--- config.mk ---
export PLATFORM = sky130hd
export DESIGN_NAME = multicycle_control
export DESIGN_NICKNAME = d
export VERILOG_FILES = /design/src/rtl/multicycle_control.sv
export SDC_FILE = /design/constraint.sdc
export NUM_CORES = 1
export LEC_CHECK = 0
export ABC_AREA = 1
export CAP_MARGIN = 25
export CORE_MARGIN = 5
export CORE_UTILIZATION = 37
export CTS_CLUSTER_DIAMETER = 50
export CTS_CLUSTER_SIZE = 20
export DETAILED_ROUTE_END_ITERATION = 8
export GPL_ROUTABILITY_DRIVEN = 0
export PLACE_DENSITY = 0.76
export SLEW_MARGIN = 40
export SYNTH_ARGS = -nofsm -noshare
export SYNTH_HDL_FRONTEND = slang
export SYNTH_SLANG_ARGS = --single-unit
export TNS_END_PERCENT = 5
--- constraint.sdc ---
create_clock -name clk -period 1.4 [get_ports clk]
set_input_delay 0.28 -clock clk [delete_from_list [all_inputs] [get_ports clk]]
set_output_delay 0.28 -clock clk [all_outputs]
set_load 0.03 [all_outputs]
--- src/rtl/multicycle_control.sv ---
// Control FSM for a multi-cycle MIPS datapath (R-format, lw, sw, beq, addi, j).
// Moore-style decode of the state register, with mem_ready qualifying the FETCH and MEM_WR strobes.
module multicycle_control (
  input  logic       clk,
  input  logic       rst,
  input  logic [5:0] instr_op,
  input  logic       mem_ready,
  output logic       pc_write,
  output logic       pc_write_cond,
  output logic       i_or_d,
  output logic       mem_read,
  output logic       mem_write,
  output logic       mem_to_reg,
  output logic       ir_write,
  output logic       alu_src_a,
  output logic       reg_write,
  output logic       reg_dst,
  output logic [1:0] alu_op,
  output logic [1:0] alu_src_b,
  output logic [1:0] pc_source,
  output logic [3:0] state,
  output logic       instr_done,
  output logic       illegal_op
);

  typedef enum logic [3:0] {
    S_FETCH     = 4'd0,
    S_DECODE    = 4'd1,
    S_MEM_ADDR  = 4'd2,
    S_MEM_RD    = 4'd3,
    S_MEM_WB    = 4'd4,
    S_MEM_WR    = 4'd5,
    S_R_EXEC    = 4'd6,
    S_R_WB      = 4'd7,
    S_BRANCH    = 4'd8,
    S_JUMP      = 4'd9,
    S_ADDI_EXEC = 4'd10,
    S_ADDI_WB   = 4'd11
  } state_t;

  localparam logic [5:0] OP_RTYPE = 6'b000000;
  localparam logic [5:0] OP_LW    = 6'b100011;
  localparam logic [5:0] OP_SW    = 6'b101011;
  localparam logic [5:0] OP_BEQ   = 6'b000100;
  localparam logic [5:0] OP_ADDI  = 6'b001000;
  localparam logic [5:0] OP_J     = 6'b000010;

  localparam logic [1:0] ALU_ADD   = 2'b00;
  localparam logic [1:0] ALU_SUB   = 2'b01;
  localparam logic [1:0] ALU_FUNCT = 2'b10;

  localparam logic [1:0] SRCB_REG   = 2'b00;
  localparam logic [1:0] SRCB_FOUR  = 2'b01;
  localparam logic [1:0] SRCB_IMM   = 2'b10;
  localparam logic [1:0] SRCB_IMMSH = 2'b11;

  localparam logic [1:0] PCSRC_ALU    = 2'b00;
  localparam logic [1:0] PCSRC_ALUOUT = 2'b01;
  localparam logic [1:0] PCSRC_JUMP   = 2'b10;

  typedef struct packed {
    logic       pc_write;
    logic       pc_write_cond;
    logic       i_or_d;
    logic       mem_read;
    logic       mem_write;
    logic       mem_to_reg;
    logic       ir_write;
    logic       alu_src_a;
    logic       reg_write;
    logic       reg_dst;
    logic [1:0] alu_op;
    logic [1:0] alu_src_b;
    logic [1:0] pc_source;
    logic       instr_done;
    logic       illegal_op;
  } ctrl_t;

  state_t state_q, state_d;
  ctrl_t  ctrl_d;
  logic   op_supported;

  always_ff @(posedge clk) begin
    if (rst) begin
      state_q <= S_FETCH;
    end else begin
      state_q <= state_d;
    end
  end

  always_comb begin
    op_supported = 1'b0;
    case (instr_op)
      OP_RTYPE, OP_LW, OP_SW, OP_BEQ, OP_ADDI, OP_J: op_supported = 1'b1;
      default:                                       op_supported = 1'b0;
    endcase
  end

  // Next-state logic; instr_op is only consulted in DECODE and MEM_ADDR.
  always_comb begin
    state_d = S_FETCH;
    case (state_q)
      S_FETCH:  state_d = mem_ready ? S_DECODE : S_FETCH;
      S_DECODE: begin
        case (instr_op)
          OP_LW, OP_SW: state_d = S_MEM_ADDR;
          OP_RTYPE:     state_d = S_R_EXEC;
          OP_BEQ:       state_d = S_BRANCH;
          OP_J:         state_d = S_JUMP;
          OP_ADDI:      state_d = S_ADDI_EXEC;
          default:      state_d = S_FETCH;
        endcase
      end
      S_MEM_ADDR: begin
        // Only lw/sw reach here; anything else falls back to FETCH harmlessly.
        if (instr_op == OP_LW) begin
          state_d = S_MEM_RD;
        end else if (instr_op == OP_SW) begin
          state_d = S_MEM_WR;
        end else begin
          state_d = S_FETCH;
        end
      end
      S_MEM_RD:    state_d = mem_ready ? S_MEM_WB : S_MEM_RD;
      S_MEM_WB:    state_d = S_FETCH;
      S_MEM_WR:    state_d = mem_ready ? S_FETCH : S_MEM_WR;
      S_R_EXEC:    state_d = S_R_WB;
      S_R_WB:      state_d = S_FETCH;
      S_BRANCH:    state_d = S_FETCH;
      S_JUMP:      state_d = S_FETCH;
      S_ADDI_EXEC: state_d = S_ADDI_WB;
      S_ADDI_WB:   state_d = S_FETCH;
      default:     state_d = S_FETCH;
    endcase
  end

  always_comb begin
    ctrl_d = '0;
    case (state_q)
      S_FETCH: begin
        ctrl_d.mem_read  = 1'b1;
        ctrl_d.alu_src_b = SRCB_FOUR;
        ctrl_d.alu_op    = ALU_ADD;
        ctrl_d.pc_source = PCSRC_ALU;
        ctrl_d.ir_write  = mem_ready;
        ctrl_d.pc_write  = mem_ready;
      end
      S_DECODE: begin
        // Branch target is precomputed into ALUOut while the opcode is decoded.
        ctrl_d.alu_src_b  = SRCB_IMMSH;
        ctrl_d.alu_op     = ALU_ADD;
        ctrl_d.illegal_op = ~op_supported;
      end
      S_MEM_ADDR: begin
        ctrl_d.alu_src_a = 1'b1;
        ctrl_d.alu_src_b = SRCB_IMM;
        ctrl_d.alu_op    = ALU_ADD;
      end
      S_MEM_RD: begin
        ctrl_d.mem_read = 1'b1;
        ctrl_d.i_or_d   = 1'b1;
      end
      S_MEM_WB: begin
        ctrl_d.reg_write  = 1'b1;
        ctrl_d.mem_to_reg = 1'b1;
        ctrl_d.instr_done = 1'b1;
      end
      S_MEM_WR: begin
        ctrl_d.mem_write  = 1'b1;
        ctrl_d.i_or_d     = 1'b1;
        ctrl_d.instr_done = mem_ready;
      end
      S_R_EXEC: begin
        ctrl_d.alu_src_a = 1'b1;
        ctrl_d.alu_src_b = SRCB_REG;
        ctrl_d.alu_op    = ALU_FUNCT;
      end
      S_R_WB: begin
        ctrl_d.reg_write  = 1'b1;
        ctrl_d.reg_dst    = 1'b1;
        ctrl_d.instr_done = 1'b1;
      end
      S_BRANCH: begin
        ctrl_d.alu_src_a     = 1'b1;
        ctrl_d.alu_src_b     = SRCB_REG;
        ctrl_d.alu_op        = ALU_SUB;
        ctrl_d.pc_write_cond = 1'b1;
        ctrl_d.pc_source     = PCSRC_ALUOUT;
        ctrl_d.instr_done    = 1'b1;
      end
      S_JUMP: begin
        ctrl_d.pc_write   = 1'b1;
        ctrl_d.pc_source  = PCSRC_JUMP;
        ctrl_d.instr_done = 1'b1;
      end
      S_ADDI_EXEC: begin
        ctrl_d.alu_src_a = 1'b1;
        ctrl_d.alu_src_b = SRCB_IMM;
        ctrl_d.alu_op    = ALU_ADD;
      end
      S_ADDI_WB: begin
        ctrl_d.reg_write  = 1'b1;
        ctrl_d.instr_done = 1'b1;
      end
      default: ctrl_d = '0;
    endcase
  end

  // Reset masks every output so no write can fire while the FSM is being restarted.
  always_comb begin
    pc_write      = 1'b0;
    pc_write_cond = 1'b0;
    i_or_d        = 1'b0;
    mem_read      = 1'b0;
    mem_write     = 1'b0;
    mem_to_reg    = 1'b0;
    ir_write      = 1'b0;
    alu_src_a     = 1'b0;
    reg_write     = 1'b0;
    reg_dst       = 1'b0;
    alu_op        = 2'b00;
    alu_src_b     = 2'b00;
    pc_source     = 2'b00;
    state         = 4'd0;
    instr_done    = 1'b0;
    illegal_op    = 1'b0;
    if (!rst) begin
      pc_write      = ctrl_d.pc_write;
      pc_write_cond = ctrl_d.pc_write_cond;
      i_or_d        = ctrl_d.i_or_d;
      mem_read      = ctrl_d.mem_read;
      mem_write     = ctrl_d.mem_write;
      mem_to_reg    = ctrl_d.mem_to_reg;
      ir_write      = ctrl_d.ir_write;
      alu_src_a     = ctrl_d.alu_src_a;
      reg_write     = ctrl_d.reg_write;
      reg_dst       = ctrl_d.reg_dst;
      alu_op        = ctrl_d.alu_op;
      alu_src_b     = ctrl_d.alu_src_b;
      pc_source     = ctrl_d.pc_source;
      state         = state_q;
      instr_done    = ctrl_d.instr_done;
      illegal_op    = ctrl_d.illegal_op;
    end
  end

endmodule

* Yosys cells after proc, flatten, opt, wreduce, memory -nomap -nowiden
Cells that the tools add are included.
Storage, ports and cells: flip-flop bits (word level) 4, input bits 9, output and inout port bits 22, logic and storage cells 66
Operators by class: equality and inequality tests 16, multiplexer cells 38, bitwise operators 1, reduce and logical (&&, ||, !) cells 10
Operators with widths (number):
- $pmux W4 S5 | 2
- $pmux W4 S7 | 1
- $mux W1 | 24
- $eq A4 B3 Y1 const B | 4
- $eq A4 B4 Y1 const B | 4
- $eq A6 B6 Y1 const B | 2
- $mux W3 | 4
- $eq A4 B2 Y1 const B | 2
- $reduce_or A2 Y1 | 4
- $eq A6 B2 Y1 const B | 1
- $eq A6 B3 Y1 const B | 1
- $eq A6 B4 Y1 const B | 1
- $logic_not A6 Y1 | 1
- $mux W2 | 3
- $reduce_or A6 Y1 | 1
- $reduce_or A5 Y1 | 1
- $eq A4 B1 Y1 const B | 1
- $logic_not A4 Y1 | 1
- $mux W4 | 1
- $pmux W1 S2 | 2
- $pmux W2 S2 | 1
- $reduce_or A4 Y1 | 1
- $reduce_or A3 Y1 | 1
- $not A1 Y1 | 1

* Logic depth before layout (Yosys ltp)
Gate-level depths: netlist (run 1).
word-level depth 6, mapped depth 9, gate-level depth less buffers 9

* Worst setup path before layout (run 1)
No wires, ideal clock.
path type register to output, from register state_q[0], to output port illegal_op, arrival 1704 ps, required time 1120 ps, setup slack -584 ps, cell stages (with the launch flop) 5, path buffers 0, path through dfxtp_1 > inv_1 > nor2_2 > nand2_1 > nor4_1
On the way: longest elaborated chain between the ends 3
RTL lines:
- from (decl) | line 79 | state_t state_q, state_d;
- from (signal assigned) | line 87 | state_q <= state_d;
- $eq A4 B1 Y1 | line 139 | case (state_q)
- $mux W1 | line 139
- $mux W1 | line 227 | if (!rst) begin
- to (decl) | line 23 | output logic illegal_op
Every way passes these cells.

* Worst setup path in the final report (run 1)
from register state_q[3], to output port alu_src_a
On the way: longest elaborated chain between the ends 4, elaborated cells between the ends (all ways) 7, those cells by class 4 x eq/ne; 2 x mux; 1 x reduce/logical
RTL lines:
- $eq A4 B4 Y1 (tied with other cells) | line 139
- $reduce_or A4 Y1 (no source line) *
- $mux W1 * | line 139
- $mux W1 * | line 227
- to (decl) | line 15 | output logic alu_src_a,
Mark *: on every way between the ends. The rest lies on a longest branch, timed or not.

==> tab_implementation.tex, run 1 <==
\begin{tabular}{lr}
\hline
Metric & Value \\
\hline
\multicolumn{2}{l}{\textbf{Clock tree}} \\
TritonCTS clock tree & done \\
Clock latency reported for the late side of the worst-skew pair & 0.23 ns \\
Cts hold-fix bufs & 0 \\
Clock Tree Buf Depth & 2 \\
Number of buffers created by CTS & 3 \\
CTS root buf & sky130\_fd\_sc\_hd\_\_clkbuf\_4 \\
Clock input transition at the sequential cells of the worst setup and hold paths & $\sim$0.040 ns \\
TritonCTS sink count & 4 \\
\# H-tree levels & 1 \\
\multicolumn{2}{l}{\textbf{Timing}} \\
Tightest Pin Transition & 0.212 ns \\
Max Clk Rate & 594 MHz \\
Final cycle utilization of the critical path & 1.20 \\
Number of setup violations in the final report & 19 \\
RSZ-0062 raised after global routing & yes \\
Final sum of negative setup slack & -3.32 ns \\
Clock skew & 0.00700 ns \\
Final period demand of the worst path & 1.68 ns \\
Final slew viol count & 0 \\
Slack of the critical path & -0.282 ns \\
Final-layout worst hold slack & slightly above 0.4 ns \\
Relative max-transition margin & 0.858 \\
Number of endpoints with negative hold slack in the final report & 0 \\
\multicolumn{2}{l}{\textbf{Detailed routing}} \\
Max Used Layer & met4 \\
DR vias & between 900 and 1000 \\
First-pass DRT Iterations & 4 \\
Post-DR vias/cell & a little under 5 \\
Detail-routed net length per standard cell & 12.4 um \\
Post-route DRC violation count & 0 \\
Metal3 WL & 176 um \\
Post-DRT Antenna Nets & 0 \\
Detailed-route wire length on metal 1 & 839 um \\
Iteration-0 DRC count of the detailed router & 16 \\
Final wirelength & 2.29 mm \\
Amount of wire on met2 after detailed routing & 1.19 mm \\
\multicolumn{2}{l}{\textbf{Power and ir drop}} \\
Switch Pwr & 144 uW \\
Register share of total power & 0.276 \\
Cell-internal power & 289 uW \\
Portion of total power attributed to combinational logic & 0.393 \\
Lkg Pwr & 0.000611 uW \\
Power density of the placed cells & 382 mW/mm\^{}2 \\
Clock share of power & 0.331 \\
IR Drop Worst-Case VDD & 0.000496 V \\
Net switching share of the total power & 0.334 \\
\multicolumn{2}{l}{\textbf{Yosys}} \\
Synth Net Count & 116 \\
Synth top area cells & sky130\_fd\_sc\_hd\_\_nor2\_1, sky130\_fd\_sc\_hd\_\_dfxtp\_1, sky130\_fd\_sc\_hd\_\_nand2\_1, sky130\_fd\_sc\_hd\_\_inv\_1, sky130\_fd\_sc\_hd\_\_nand3\_1 \\
Share of the synthesized area in the top cell type & 0.202 \\
Proportion of synthesized chip area in sequential cells & 0.149 \\
Synth area leader & sky130\_fd\_sc\_hd\_\_nor2\_1 \\
Post-synth design cell area & approximately 540 sq um \\
Post-synthesis average cell area & between 5 and 6 sq um \\
Warning count from the yosys run & 0 \\
Number of distinct standard cells referenced by the synthesized netlist & 21 \\
Post-synthesis instance total & 107 \\
Total of flip-flops plus latches after synthesis & 4 \\
\multicolumn{2}{l}{\textbf{Floorplan}} \\
Die height & 48.1 um \\
Width of the die & around 48 um \\
Core region area & 0.00133 sq mm \\
Starting density of the core & 0.403 \\
Cell row count & 13 \\
Total die area & 0.00232 sq mm \\
Number of top-level pins & 31 \\
\multicolumn{2}{l}{\textbf{Worst setup path}} \\
Crit path depth & 6 \\
CP endpoint kind & output pin \\
Internal reg-to-reg setup slack & -0.05 ns \\
Worst path max stage delay & 0.32 ns \\
Worst-path cell chain & buf\_4, nor2\_4, buf\_4, o21ai\_1, a31oi\_1, buf\_4 \\
Startpoint type of the worst setup path & flip-flop \\
Worst path buffer plus inverter count & 3 \\
Cell with the most instances on the worst path & sky130\_fd\_sc\_hd\_\_buf\_4 \\
Crit path kind & reg2out \\
Crit-path max FO & 4 \\
Standard cell with the maximum stage delay on the critical path & sky130\_fd\_sc\_hd\_\_dfxtp\_2 \\
Arrival @ worst endpoint & 1.40 ns \\
Cell family with the largest share of critical-path delay & buffers and inverters \\
Reg2reg path depth & 10 \\
CP Data Required Time & 1.12 ns \\
\multicolumn{2}{l}{\textbf{Min path}} \\
Worst min path class & in2reg \\
Hold-critical path depth & 3 \\
\multicolumn{2}{l}{\textbf{Finish}} \\
Biggest registers after layout & state\_q (4) \\
Number of nets in the layout & 181 \\
Area delta synth->final & 111\% \\
Post-layout util & 0.850 \\
Biggest register & state\_q \\
Antenna cell count & 0 \\
Max FFs per register & 4 \\
Share of post-route cells with drive strength above 1 & 0.524 \\
\multicolumn{2}{l}{\textbf{Global route}} \\
Pin count of the biggest net entering global routing & 15 \\
Antenna violations before repair & 0 \\
Wire length of the first global-routing pass & 3.68 mm \\
Vias in the first global route & around 930 \\
Remaining global-route overflow & 0 \\
All-Layer GR Usage & 0.229 \\
\multicolumn{2}{l}{\textbf{Flow run}} \\
Max-cap violations & 0 \\
\multicolumn{2}{l}{\textbf{Placed design}} \\
Placed wire-length estimate & 1.69 mm \\
Buffers on Ports & 30 \\
\multicolumn{2}{l}{\textbf{Outcome}} \\
Result of the run & complete, but fails checks \\
Violations in the final reports & negative setup slack \\
\hline
\end{tabular}
[path summary, 6_finish.rpt]
path                   start    endpoint
hold / removal           rst  state_q[3]
hold reg to reg   state_q[2]  state_q[3]
setup / recovery  state_q[3]   alu_src_a
setup reg to reg  state_q[2]  state_q[0]
[Yosys cell counts]
cell type                  instances
sky130_fd_sc_hd__o22ai_1           1
sky130_fd_sc_hd__nor4_1            2
sky130_fd_sc_hd__a31oi_1           2
sky130_fd_sc_hd__clkbuf_1          2
sky130_fd_sc_hd__nor3_1            2
sky130_fd_sc_hd__dfxtp_1           4
sky130_fd_sc_hd__o211ai_1          1
sky130_fd_sc_hd__buf_4             1
sky130_fd_sc_hd__nand2_1          19
sky130_fd_sc_hd__nand3_1           9
sky130_fd_sc_hd__nor2_1           29
sky130_fd_sc_hd__o21ai_0           1
sky130_fd_sc_hd__nand2_2           1
sky130_fd_sc_hd__or2_0             1
sky130_fd_sc_hd__nor2_4            1
sky130_fd_sc_hd__inv_1            16
sky130_fd_sc_hd__o21ai_1           2
sky130_fd_sc_hd__inv_2             2
sky130_fd_sc_hd__nor2_2            5
sky130_fd_sc_hd__nand4_1           1
sky130_fd_sc_hd__a21oi_1           5
[cells in the final DEF, fill, tap and decap left out]
| cell | synthesis | routed |
|---|---|---|
| sky130_fd_sc_hd__nand4_1 | 1 | 1 |
| sky130_fd_sc_hd__dfxtp_2 | 0 | 2 |
| sky130_fd_sc_hd__clkdlybuf4s50_1 | 0 | 1 |
| sky130_fd_sc_hd__buf_4 | 1 | 53 |
| sky130_fd_sc_hd__o211ai_1 | 1 | 1 |
| sky130_fd_sc_hd__dfxtp_4 | 0 | 2 |
| sky130_fd_sc_hd__a21oi_2 | 0 | 1 |
| sky130_fd_sc_hd__buf_6 | 0 | 2 |
| sky130_fd_sc_hd__nor4_2 | 0 | 2 |
| sky130_fd_sc_hd__o21ai_0 | 1 | 1 |
| sky130_fd_sc_hd__dlygate4sd2_1 | 0 | 6 |
| sky130_fd_sc_hd__nor2_2 | 5 | 8 |
| sky130_fd_sc_hd__clkbuf_4 | 0 | 3 |
| sky130_fd_sc_hd__or2_0 | 1 | 1 |
| sky130_fd_sc_hd__clkbuf_2 | 0 | 1 |
| sky130_fd_sc_hd__nand2_1 | 19 | 16 |
| sky130_fd_sc_hd__o22ai_1 | 1 | 1 |
| sky130_fd_sc_hd__a31oi_1 | 2 | 2 |
| sky130_fd_sc_hd__nor2_1 | 29 | 22 |
| sky130_fd_sc_hd__inv_1 | 16 | 14 |
| sky130_fd_sc_hd__nand2_2 | 1 | 4 |
| sky130_fd_sc_hd__o21ai_1 | 2 | 2 |
| sky130_fd_sc_hd__a21oi_1 | 5 | 4 |
| sky130_fd_sc_hd__nand3_1 | 9 | 9 |
| sky130_fd_sc_hd__inv_2 | 2 | 4 |
| sky130_fd_sc_hd__nor3_2 | 0 | 2 |
| sky130_fd_sc_hd__nor2_4 | 1 | 5 |
[metal layers]
metal | up-vias | global-route usage
met2 | 36 | 0.435
met4 | 0 | 0.145
met5 | - | 0
met3 | 10 | 0.0369
li1 | 465 | -
met1 | 409 | 0.226
[cells by family (layout without fill, tap and decap cells)]
| kind of cell | count (synthesis) | in the layout | synth area share |
|---|---|---|---|
| simple gates | 70 | 70 | 0.574 |
| buf+inv | 21 | 84 | 0.154 |
| flops | 4 | 4 | 0.149 |
| compound gates | 12 | 12 | 0.123 |
[cell type report]
type	count	area [sq um]
flip-flops and latches	4	90.1
clock buffers	3	22.5
multi-input cells	82	447
fillers	90	200
well taps	15	18.8
repair buffers	63	488
inverters	18	67.6
[worst reg2reg max path, stage by stage, from the launching register on]
cell and delay, ns:
sky130_fd_sc_hd__dfxtp_2 0.34, sky130_fd_sc_hd__nor2_2 0.14, sky130_fd_sc_hd__inv_2 0.05, sky130_fd_sc_hd__nor3_2 0.16, sky130_fd_sc_hd__nand2_1 0.13, sky130_fd_sc_hd__buf_4 0.15, sky130_fd_sc_hd__buf_4 0.12, sky130_fd_sc_hd__buf_4 0.12
sky130_fd_sc_hd__nand3_1 0.08, sky130_fd_sc_hd__nand2_1 0.07, sky130_fd_sc_hd__inv_1 0.05
[power by group through the flow]
stage          sequential, uW  clock (uW)  combinational [uW]
3_3_place_gp              122           0                 152
2_1_floorplan             122           0                68.4
6_report                  120         143                 170
4_1_cts                   120         145                 163
5_1_grt                   120         165                 185
3_5_place_dp              122           0                 155
[stage by stage]
step                      setup slack, ns  cells  total power, uW  cell area [sq um]
final                              -0.282    185              433               1130
after floorplan                    -0.313    107              190                547
after global routing               -0.373    185              470               1130
after global placement             -0.335    179              274               1020
after detailed placement           -0.359    179              278               1020
after CTS                          -0.267    184              428               1130
[timing repair]
item | in CTS | in global routing
gates resized for setup | 33 | 3
endpoints found under the setup margin | 23 | 21
endpoints found under the hold margin | 0 | 0
pin swaps | 8 | 4
setup buffers | 2 | 1
No activity file was read; power rests on OpenSTA's default activity.
==> run 2: changes to the inputs <==
Settings changed: SETUP_SLACK_MARGIN set to 0.3, SLEW_MARGIN 40 to 10.
==> tab_implementation.tex, run 2 <==
\begin{tabular}{lr}
\hline
Metric & Value \\
\hline
\multicolumn{2}{l}{\textbf{Placed design}} \\
Minimum setup slack after placement & -0.399 ns (-0.0402 ns) \\
Buffers on Ports & 30 (unchanged) \\
Placed cell areas & 0.00109 sq mm (+7.0\%) \\
Total placed cells including tap cells & 170 (-5.0\%) \\
Placed wire-length estimate & 1.80 mm (+6.4\%) \\
\multicolumn{2}{l}{\textbf{Yosys}} \\
Total of flip-flops plus latches after synthesis & 4 (unchanged) \\
Post-synthesis instance total & 107 (unchanged) \\
Leading register cell type out of synthesis & sky130\_fd\_sc\_hd\_\_dfxtp\_1 \\
Synth Net Count & 116 (unchanged) \\
Share of the synthesized area in the top cell type & 0.202 (unchanged) \\
Proportion of synthesized chip area in sequential cells & 0.149 (unchanged) \\
Number of flops mapped to enable cells by yosys & 0 (unchanged) \\
Warning count from the yosys run & 0 (unchanged) \\
Post-synth design cell area & 538 sq um (unchanged) \\
Number of distinct standard cells referenced by the synthesized netlist & 21 (unchanged) \\
Synth area leader & sky130\_fd\_sc\_hd\_\_nor2\_1 \\
Most common cell in the netlist & sky130\_fd\_sc\_hd\_\_nor2\_1 \\
Post-synthesis average cell area & 5.03 sq um (unchanged) \\
Async set-or-reset flop fraction in the synthesized netlist & 0 (unchanged) \\
Ranking of synthesized cells by instance count & sky130\_fd\_sc\_hd\_\_nor2\_1, sky130\_fd\_sc\_hd\_\_nand2\_1, sky130\_fd\_sc\_hd\_\_inv\_1, sky130\_fd\_sc\_hd\_\_nand3\_1 \\
Synth top area cells & sky130\_fd\_sc\_hd\_\_nor2\_1, sky130\_fd\_sc\_hd\_\_dfxtp\_1, sky130\_fd\_sc\_hd\_\_nand2\_1, sky130\_fd\_sc\_hd\_\_inv\_1, sky130\_fd\_sc\_hd\_\_nand3\_1 \\
\multicolumn{2}{l}{\textbf{Outcome}} \\
Result of the run & aborted with a tool error \\
Tool error & [ERROR DPL-0038] Utilization greater than 100\%, impossible to legalize \\
Stage at which the run stopped & global routing \\
\multicolumn{2}{l}{\textbf{Clock tree}} \\
TritonCTS sink count & 4 (unchanged) \\
Clock Tree Buf Depth & 2 (unchanged) \\
Number of buffers created by CTS & 3 (unchanged) \\
CTS root buf & sky130\_fd\_sc\_hd\_\_clkbuf\_4 \\
\# H-tree levels & 1 (unchanged) \\
\multicolumn{2}{l}{\textbf{Floorplan}} \\
Die height & 48.1 um (unchanged) \\
Width of the die & 48.1 um (unchanged) \\
Starting density of the core & 0.403 (unchanged) \\
Number of top-level pins & 31 (unchanged) \\
Cell row count & 13 (unchanged) \\
\multicolumn{2}{l}{\textbf{Timing}} \\
Worst EP kind & output port \\
Endpoint pin with the least setup slack after global-route repair & reg\_write \\
\multicolumn{2}{l}{\textbf{Global route}} \\
Pin count of the biggest net entering global routing & 18 \\
\hline
\end{tabular}
==> run 2: per-stage QoR <==
stage	util	setup TNS [ns]
after floorplan	-	-0.00464
after global placement	0.819	-3.59
after detailed placement	0.819	-4.38
after CTS	0.974	-3.14
==> run 2: kinds of logic after synthesis <==
logic type,Yosys count,synth area share
compound gates,12,0.123
buf+inv,21,0.154
flops,4,0.149
simple gates,70,0.574
==> run 2: repair_timing <==
item | CTS
endpoints found under the hold margin | 0
gates cloned | 0
setup buffers | 9
setup endpoints to repair | 26
hold buffers | 0
pin swaps | 15
resized for setup | 42
==> run 3: changes to the inputs <==
Settings changed: CORE_AREA set to 5 5 66 68, CORE_MARGIN 5 to unset, CORE_UTILIZATION 37 to unset, CTS_CLUSTER_DIAMETER 50 to unset, CTS_CLUSTER_SIZE 20 to unset, DIE_AREA set to 0 0 71 73, PLACE_DENSITY 0.76 to unset, PLACE_DENSITY_LB_ADDON set to 0.15, SETUP_SLACK_MARGIN 0.3 to unset.
==> tab_implementation.tex, run 3 (synthesis gave the netlist of run 1 again) <==
\begin{tabular}{lr}
\hline
Metric & Value \\
\hline
\multicolumn{2}{l}{\textbf{Outcome}} \\
Result of the run & complete, but fails checks \\
Violations in the final reports & negative setup slack \\
\multicolumn{2}{l}{\textbf{Floorplan}} \\
Starting density of the core & 0.142 (-0.262) \\
Cell row count & 23 (+10) \\
Core region area & 0.00380 sq mm \\
Die height & 73 um (+52\%) \\
Width of the die & 71 um (+48\%) \\
Total die area & $\sim$0.0052 sq mm \\
Number of top-level pins & 31 (unchanged) \\
\multicolumn{2}{l}{\textbf{Worst setup path}} \\
Worst path max stage delay & 0.36 ns \\
Startpoint type of the worst setup path & flip-flop \\
CP endpoint kind & output pin \\
Cell family with the largest share of critical-path delay & simple AND/OR/NAND/NOR gates \\
Worst-path cell chain & nor2\_4, buf\_4, nand2\_2, nor4\_4, buf\_6 \\
CP Data Required Time & 1.12 ns \\
Arrival @ worst endpoint & 1.34 ns \\
Crit-path max FO & 4 \\
Crit path kind & reg2out \\
Standard cell with the maximum stage delay on the critical path & sky130\_fd\_sc\_hd\_\_dfxtp\_4 \\
Worst path buffer plus inverter count & 2 \\
\multicolumn{2}{l}{\textbf{Finish}} \\
Biggest registers after layout & state\_q (4) \\
Leading cell type in the layout, fill and taps excluded & sky130\_fd\_sc\_hd\_\_buf\_4 \\
Number of nets in the layout & 187 \\
Biggest register & state\_q \\
Antenna cell count & 0 \\
Share of post-route cells with drive strength above 1 & 0.568 \\
Area delta synth->final & 145\% \\
Most frequent cells in the layout & sky130\_fd\_sc\_hd\_\_buf\_4, sky130\_fd\_sc\_hd\_\_nor2\_1, sky130\_fd\_sc\_hd\_\_nand2\_1, sky130\_fd\_sc\_hd\_\_inv\_1 \\
Max FFs per register & 4 \\
Non-filler cells in the finished layout & 226 \\
Post-route cell area & 0.00132 sq mm \\
\multicolumn{2}{l}{\textbf{Global route}} \\
Pin count of the biggest net entering global routing & 15 \\
Wire length of the first global-routing pass & $\sim$3.7 mm \\
Vias in the first global route & 891 \\
Antenna violations before repair & 0 \\
All-Layer GR Usage & 0.0862 \\
Remaining global-route overflow & 0 \\
\multicolumn{2}{l}{\textbf{Flow run}} \\
Max-cap violations & 0 \\
\multicolumn{2}{l}{\textbf{Clock tree}} \\
Clock latency reported for the late side of the worst-skew pair & between 0.2 and 0.25 ns \\
Number of buffers created by CTS & 3 (unchanged) \\
TritonCTS clock tree & done \\
Clock input transition at the sequential cells of the worst setup and hold paths & 0.03 ns \\
TritonCTS sink count & 4 (unchanged) \\
Clock Tree Buf Depth & 2 (unchanged) \\
CTS root buf & sky130\_fd\_sc\_hd\_\_clkbuf\_8 \\
Cts hold-fix bufs & 0 (unchanged) \\
\# H-tree levels & 1 (unchanged) \\
\multicolumn{2}{l}{\textbf{Timing}} \\
Final slew viol count & 0 \\
Relative max-transition margin & 0.848 \\
Max Clk Rate & 619 MHz \\
Tightest Pin Transition & 0.227 ns \\
Number of endpoints with negative hold slack in the final report & 0 \\
Final period demand of the worst path & 1.62 ns \\
Clock skew & 0.00384 ns \\
Final cycle utilization of the critical path & 1.15 \\
RSZ-0062 raised after global routing & yes \\
Final-layout worst hold slack & 0.558 ns \\
Slack of the critical path & -0.215 ns \\
Final sum of negative setup slack & -2.80 ns \\
Number of setup violations in the final report & 18 \\
\multicolumn{2}{l}{\textbf{Detailed routing}} \\
Post-route DRC violation count & 0 \\
DR vias & between 800 and 900 \\
Post-DRT Antenna Nets & 0 \\
Final wirelength & 2.11 mm \\
First-pass DRT Iterations & 4 \\
Detail-routed net length per standard cell & 9.35 um \\
Iteration-0 DRC count of the detailed router & 29 \\
Post-DR vias/cell & about 3.9 \\
\multicolumn{2}{l}{\textbf{Placed design}} \\
Placed wire-length estimate & 1.80 mm (-0.16\%) \\
Total placed cells including tap cells & 218 (+28\%) \\
Placed cell areas & 0.00109 sq mm (+0.23\%) \\
Buffers on Ports & 30 (unchanged) \\
\multicolumn{2}{l}{\textbf{Power and ir drop}} \\
IR Drop Worst-Case VDD & 0.000283 V \\
Power density of the placed cells & 410 mW/mm\^{}2 \\
Lkg Pwr & 0.000665 uW \\
\multicolumn{2}{l}{\textbf{Min path}} \\
Worst min path class & in2reg \\
\hline
\end{tabular}
==> run 3: metrics by stage <==
| step | utilization | worst slack, ns | total power, uW |
|---|---|---|---|
| after floorplan | - | -0.313 | 190 |
| after global placement | 0.288 | -0.330 | 284 |
| after detailed placement | 0.288 | -0.391 | 284 |
| after CTS | 0.330 | -0.255 | 539 |
| after global routing | 0.347 | -0.308 | 578 |
| final | 0.347 | -0.215 | 541 |
==> run 3: cell type report <==
type / count / area [sq um]
fillers: 425 / 2480
multi-input cells: 82 / 495
inverters: 18 / 67.6
well taps: 50 / 62.6
flip-flops and latches: 4 / 95.1
repair buffers: 69 / 556
clock buffers: 3 / 41.3
==> run 3: what timing repair did <==
action	in CTS	in global routing
gates resized for setup	35	16
endpoints found under the setup margin	23	25
buffers inserted	5	0
pin swaps	12	8
==> run 3: path summary, 6_finish.rpt <==
path | from | to | slack (ns) | cells past startpoint
max | state_q[3] | illegal_op | -0.22 | 5
min | rst | state_q[2] | 0.56 | 4
max reg2reg | state_q[3] | state_q[0] | 0.06 | 10
min reg2reg | state_q[1] | state_q[3] | 0.86 | 5
==> run 3: tightest hold or removal path, cell delays in order <==
cell	delay (ns)
sky130_fd_sc_hd__dlymetal6s2s_1	0.12
sky130_fd_sc_hd__buf_4	0.17
sky130_fd_sc_hd__buf_4	0.12
sky130_fd_sc_hd__nor2_1	0.04
==> run 3: per-layer routing <==
| layer | up-vias | part of all wire | global-route usage |
|---|---|---|---|
| li1 | 476 | - | - |
| met1 | 380 | 0.41 | 0.0961 |
| met2 | 32 | 0.49 | 0.157 |
| met3 | 2 | 0.083 | 0.0262 |
| met4 | 0 | 0.011 | 0.0271 |
| met5 | - | 0 | 0 |
==> run 3: power by group <==
group	internal, uW	total, uW	switching, uW
registers	111	116	5.10
clock network	183	234	51.8
logic	91.8	190	98.3
total	386	541	155
